File: config.mk
export PLATFORM = sky130hd
export DESIGN_NAME = exerion_hs_ram_arbiter
export DESIGN_NICKNAME = d
export VERILOG_FILES = /design/src/rtl/exerion_hs_ram_arbiter.sv
export SDC_FILE = /design/constraint.sdc
export NUM_CORES = 1
export LEC_CHECK = 0
export ABC_AREA = 1
export BUFFER_PORTS_ARGS = -buffer_cell sky130_fd_sc_hd__buf_2
export CORE_UTILIZATION = 33
export DETAILED_ROUTE_END_ITERATION = 16
export HOLD_SLACK_MARGIN = 0.08
export MAX_ROUTING_LAYER = met4
export PLACE_DENSITY_LB_ADDON = 0.2
export SYNTH_ARGS = -nofsm -noshare
export SYNTH_HDL_FRONTEND = slang
export SYNTH_SLANG_ARGS = --single-unit
File: constraint.sdc
create_clock -name clkm_20MHZ -period 1.35 [get_ports clkm_20MHZ]
set_clock_uncertainty 0.1 [all_clocks]
set_input_delay 0.135 -clock clkm_20MHZ [delete_from_list [all_inputs] [get_ports clkm_20MHZ]]
set_output_delay 0.135 -clock clkm_20MHZ [all_outputs]
set_load 0.02 [all_outputs]
File: src/rtl/exerion_hs_ram_arbiter.sv
// Exerion hiscore / CPU work-RAM arbiter.
// The Z80 normally owns the single-port work RAM. When the hiscore engine
// wants the RAM, the arbiter pauses the CPU and waits for its bus to stay
// idle for DRAIN_CYC clocks. It then hands the port to the hiscore side and
// gives it back through a one-clock release slot.
module exerion_hs_ram_arbiter #(
   parameter int          RAM_AW    = 11,
   parameter int          DW        = 8,
   parameter logic [15:0] RAM_BASE  = 16'h6000,
   parameter int          DRAIN_CYC = 3
) (
   input  logic              clkm_20MHZ,
   input  logic              RESET_n,
   input  logic [RAM_AW-1:0] cpu_addr,
   input  logic [DW-1:0]     cpu_din,
   input  logic              cpu_cs,
   input  logic              cpu_we,
   output logic [DW-1:0]     cpu_dout,
   input  logic [15:0]       hs_addr,
   input  logic [DW-1:0]     hs_din,
   input  logic              hs_we,
   input  logic              hs_intent,
   output logic [DW-1:0]     hs_dout,
   output logic              hs_grant,
   output logic              hs_oob,
   output logic              pause_req,
   output logic [RAM_AW-1:0] ram_addr,
   output logic [DW-1:0]     ram_din,
   output logic              ram_we,
   input  logic [DW-1:0]     ram_dout
);

   localparam int            CW        = $clog2(DRAIN_CYC + 1);
   localparam logic [CW-1:0] DRAIN_MAX = CW'(DRAIN_CYC);
   localparam logic [DW-1:0] DOUT_IDLE = {DW{1'b1}};

   typedef enum logic [1:0] {
      ST_CPU     = 2'd0,
      ST_PAUSE   = 2'd1,
      ST_GRANT   = 2'd2,
      ST_RELEASE = 2'd3
   } state_t;

   state_t        state_q, state_d;
   logic [CW-1:0] cnt_q, cnt_d;
   logic [CW-1:0] cnt_inc_s;
   logic          in_window_s;
   logic          rd_vld_q;
   logic          rd_oob_q;
   logic          hs_oob_q;
   logic [DW-1:0] hold_q;
   logic [DW-1:0] hs_dout_s;

   // The hiscore window is one RAM-sized, RAM-aligned block starting at RAM_BASE.
   assign in_window_s = (hs_addr[15:RAM_AW] == RAM_BASE[15:RAM_AW]);

   // Drain counter next value: saturates so it never wraps past DRAIN_CYC.
   assign cnt_inc_s = (cnt_q == DRAIN_MAX) ? cnt_q : cnt_q + CW'(1);

   // Next-state logic for ownership FSM and drain counter.
   always_comb begin
      state_d = state_q;
      cnt_d   = cnt_q;
      case (state_q)
         ST_CPU: begin
            if (hs_intent) begin
               state_d = ST_PAUSE;
               cnt_d   = '0;
            end else begin
               state_d = ST_CPU;
            end
         end
         ST_PAUSE: begin
            if (!hs_intent) begin
               state_d = ST_CPU;
               cnt_d   = '0;
            end else if (cpu_cs) begin
               cnt_d = '0;
            end else begin
               cnt_d = cnt_inc_s;
               if (cnt_inc_s == DRAIN_MAX) begin
                  state_d = ST_GRANT;
               end else begin
                  state_d = ST_PAUSE;
               end
            end
         end
         ST_GRANT: begin
            if (!hs_intent) begin
               state_d = ST_RELEASE;
            end else begin
               state_d = ST_GRANT;
            end
         end
         ST_RELEASE: begin
            // Intent seen here is deliberately ignored; it is picked up in CPU.
            state_d = ST_CPU;
            cnt_d   = '0;
         end
         default: begin
            state_d = ST_CPU;
            cnt_d   = '0;
         end
      endcase
   end

   // State and drain counter registers.
   always_ff @(posedge clkm_20MHZ) begin
      if (!RESET_n) begin
         state_q <= ST_CPU;
         cnt_q   <= '0;
      end else begin
         state_q <= state_d;
         cnt_q   <= cnt_d;
      end
   end

   // RAM port mux: ownership depends on state only, never on both strobes.
   always_comb begin
      ram_addr = cpu_addr;
      ram_din  = cpu_din;
      ram_we   = 1'b0;
      case (state_q)
         ST_CPU, ST_PAUSE: begin
            ram_we = RESET_n & cpu_cs & cpu_we;
         end
         ST_GRANT: begin
            ram_addr = hs_addr[RAM_AW-1:0] - RAM_BASE[RAM_AW-1:0];
            ram_din  = hs_din;
            ram_we   = RESET_n & hs_we & in_window_s;
         end
         ST_RELEASE: begin
            ram_we = 1'b0;
         end
         default: begin
            ram_we = 1'b0;
         end
      endcase
   end

   // Hiscore read tracking: remember whether last GRANT cycle was a read and in window.
   always_ff @(posedge clkm_20MHZ) begin
      if (!RESET_n) begin
         rd_vld_q <= 1'b0;
         rd_oob_q <= 1'b0;
         hs_oob_q <= 1'b0;
         hold_q   <= DOUT_IDLE;
      end else begin
         hold_q <= hs_dout_s;
         if (state_q == ST_GRANT) begin
            rd_vld_q <= ~hs_we;
            rd_oob_q <= ~in_window_s;
            hs_oob_q <= ~in_window_s;
         end else begin
            rd_vld_q <= 1'b0;
            rd_oob_q <= 1'b0;
            hs_oob_q <= hs_oob_q;
         end
      end
   end

   // Hiscore read data: fresh RAM word the clock after a read, otherwise held.
   always_comb begin
      hs_dout_s = hold_q;
      if (rd_vld_q) begin
         hs_dout_s = rd_oob_q ? DOUT_IDLE : ram_dout;
      end else begin
         hs_dout_s = hold_q;
      end
   end

   assign hs_dout   = hs_dout_s;
   assign hs_oob    = hs_oob_q;
   assign hs_grant  = (state_q == ST_GRANT);
   assign pause_req = (state_q == ST_PAUSE) || (state_q == ST_GRANT);
   assign cpu_dout  = ram_dout;

endmodule

==> summary.txt <==
==============================================================================
Worst hold path type                                                 in -> reg
HPWL Detailed                                                          2290 µm
Fillers                                                                    203
Routability congestion estimate                                          0.726
Final cell area excluding filler cells                                2210 µm²
Synth Area in XOR/XNOR                                                      0%
Crit-path max cell delay                                               0.37 ns
Proportion of synthesized area in mux cells                                 0%
Remaining global-route overflow                                              0
PnR Total Power                                                        1080 µW
Adder and majority gate portion of the synthesized area                  7.26%
Most used cells in the layout excluding fill and tap cells        65 x sky130_fd_sc_hd__buf_2, 54 x sky130_fd_sc_hd__nand2_1, 35 x sky130_fd_sc_hd__buf_6, 32 x sky130_fd_sc_hd__nand2_2
Violated checks                                                   DRC, setup timing
Sort of element at the start of the critical path                     register
Clock latency reported for the late side of the worst-skew pair        0.28 ns
CP bufs+invs                                                                 2
Area of placed instances                                              1580 µm²
Highest achievable clock rate                                        0.630 GHz
Final cycle utilization of the critical path                              118%
Post-synthesis to final-layout area growth                                113%
Global-route wire length before repair                                 5650 µm
Max-Slew Margin vs Limit                                                 89.0%
Setup-failing EPs final                                                     32
Initial antenna violation count                                              0
Proportion of synthesized chip area in sequential cells                  29.0%
Count of final max-slew check failures                                       0
Area share of and/or/nand/nor cells after synthesis                      38.8%
Total routing usage reported by global routing                           22.3%
Count of distinct cell types in the synthesized netlist                     18
Worst slack at placement                                            0.00663 ns
Ports placed on the boundary                                                96
Die height                                                             58.0 µm
Wirelength per Cell                                                    12.0 µm
Setup repair after global routing missed its margin                        yes
Clock Pin Slew Worst Setup and Hold Paths                              0.09 ns
Netlist Area Pre-Place                                                1030 µm²
H-tree depth                                                                 1
CP delay by family, top                                             flip-flops
Synth warnings                                                               0
Sum of routed wire length over all layers                              3670 µm
Transition at the pin with the smallest max-transition slack          0.165 ns
DRC violation count after routing                                            7
Via count of the first global-routing pass                                1327
CTS max path bufs                                                            2
Via/cell ratio                                                            4.55
Area of the multi-input gates                                          862 µm²
TritonCTS clock tree                                                      done
Combinational family with the most area after synthesis           simple AND/OR/NAND/NOR gates
Vias                                                                      1387
Largest net degree at the start of global routing                           18
Port bufs                                                                   95
Floorplan die area                                                    3360 µm²
Final antenna diode count                                                    0
Synthesized net count                                                      233
Complex-gate fraction of the synthesized area                            7.50%
Maxcap violations                                                            0
Residual antenna-violating net count after detailed routing                  0
Final Net Count                                                            338
Post-layout minimum cycle time                                         1.59 ns
Initial Utilization                                                      36.3%
Core Footprint                                                        2850 µm²
Leakage power                                                       0.00108 µW
Number of core rows                                                         19
Class of the most critical setup path                               reg -> out
Final hold violations                                                        0
Ordered list of cells on the worst path                           buf_6 -> ha_4 -> nor2_4 -> nand4_1 -> o21ai_2 -> buf_6
Crit. End Element                                                   output pin
Number of CTS-inserted buffers                                               3
CP max-delay cell                                                 sky130_fd_sc_hd__dfxtp_4
Required time reported for the critical path endpoint                  1.12 ns
Number of hold buffers added after CTS                                       4
Leading cell type in the layout, fill and taps excluded           sky130_fd_sc_hd__buf_2
Post-Synthesis Cells                                                       170
DRC violation total after the first TritonRoute iteration                   61
CP max FO                                                                    3
Pwr per Cell Area                                                   491 nW/µm²
Avg Inst Size Synth                                                   6.09 µm²
Sequential standard cell area                                          309 µm²
Data arrival time of the critical path                                 1.35 ns
Share of post-route cells with drive strength above 1                    68.2%
Worst setup slack after layout                                       -0.237 ns
Length of the first detailed-routing pass in iterations                     12
Most used cell along the critical path                            sky130_fd_sc_hd__buf_6
Run status                                                        complete, but fails checks
Chip Width                                                             58.0 µm
CTS Root Cell                                                     sky130_fd_sc_hd__clkbuf_4
Post-synthesis register bit count                                           15
Number of sinks driven by the clock tree                                    15
Worst IR Drop VDD                                                   0.000771 V
Sum Neg Setup Slack                                                   -4.82 ns
==============================================================================
==> worst min-delay path, stage by stage <==
cell	delay, ns
sky130_fd_sc_hd__buf_2	0.11
sky130_fd_sc_hd__o22ai_4	0.07
sky130_fd_sc_hd__nand2_1	0.05
==> power by group <==
| part | internal, µW | switching (µW) | leakage, µW | total, µW |
|---|---|---|---|---|
| Clock | 110 | 141 | 0.0000177 | 251 |
| Sequential | 443 | 3.42 | 0.000124 | 447 |
| Combinational | 192 | 194 | 0.000934 | 386 |
==> through the flow <==
stage	utilization (%)	hold slack [ns]	cells
floorplan	-	0.107	170
global placement	55.3	0.223	289
detailed placement	55.3	0.220	289
CTS	73.9	0.000854	306
global route	77.4	0.00517	305
finish	77.4	0.0137	305
==> synthesized netlist by cell type, drive strengths merged <==
| library cell | number | share of area [%] |
|---|---|---|
| a21oi | 2 | 0.97 |
| nand3 | 4 | 1.9 |
| nor2 | 8 | 3.1 |
| dfxtp | 15 | 29 |
| inv | 21 | 7.6 |
| ha | 6 | 7.3 |
| buf | 14 | 9.8 |
| nand4 | 1 | 0.60 |
| a21boi | 1 | 0.73 |
| o22ai | 8 | 4.8 |
| o21ai | 2 | 0.97 |
| nand2 | 88 | 33 |
==> area by class of cell <==
class                   instances  area share [%]
repair buffers                114            39.8
multi-input cells             120            39.0
flip-flops and latches         15            14.0
inverters                      21            4.14
well taps                      31            1.76
clock buffers                   3            1.02
clock inverters                 1           0.227
==> per-layer routing <==
| metal | vias up | part of all wire [%] | global-route usage, % |
|---|---|---|---|
| met2 | 47 | 58 | 43.0 |
| met3 | 4 | 5.5 | 3.79 |
| met1 | 618 | 36 | 24.0 |
| li1 | 718 | - | - |
| met5 | - | 0 | - |
| met4 | 0 | 0.79 | 3.40 |
==> worst paths after layout <==
path,from,to,slack (ns),cells after the start
worst max-delay path,register,ram_we,-0.24,6
worst min register to register,hs_oob,hs_oob,0.38,2
worst min-delay path,ram_dout[6],hold_q[6],0.01,3
worst max register to register,register,register,-0.04,8
==> state kept, by name, summed over array words and instances, names as in the netlist, named ones only <==
name and cells:
hold_q 8, cnt_q 2, hs_oob 1, rd_oob_q 1, rd_vld_q 1, state_q 1
==> logic make-up (layout without fill, tap and decap cells) <==
| family | after synthesis | in the layout |
|---|---|---|
| AO/OA/AOI/OAI | 13 | 13 |
| adder cells (fa/ha/maj) | 6 | 6 |
| buffers and inverters | 35 | 139 |
| flip-flops | 15 | 15 |
| AND/OR/NAND/NOR | 101 | 101 |
==> what timing repair did <==
item / in CTS / in global routing
cloned: 1 / 0
buffers inserted: 9 / 1
pin swaps: 11 / 16
resized for setup: 107 / 33
setup endpoints to repair: 30 / 35
hold endpoints to repair: 10 / 6
Power figures use the tool's default switching activity.
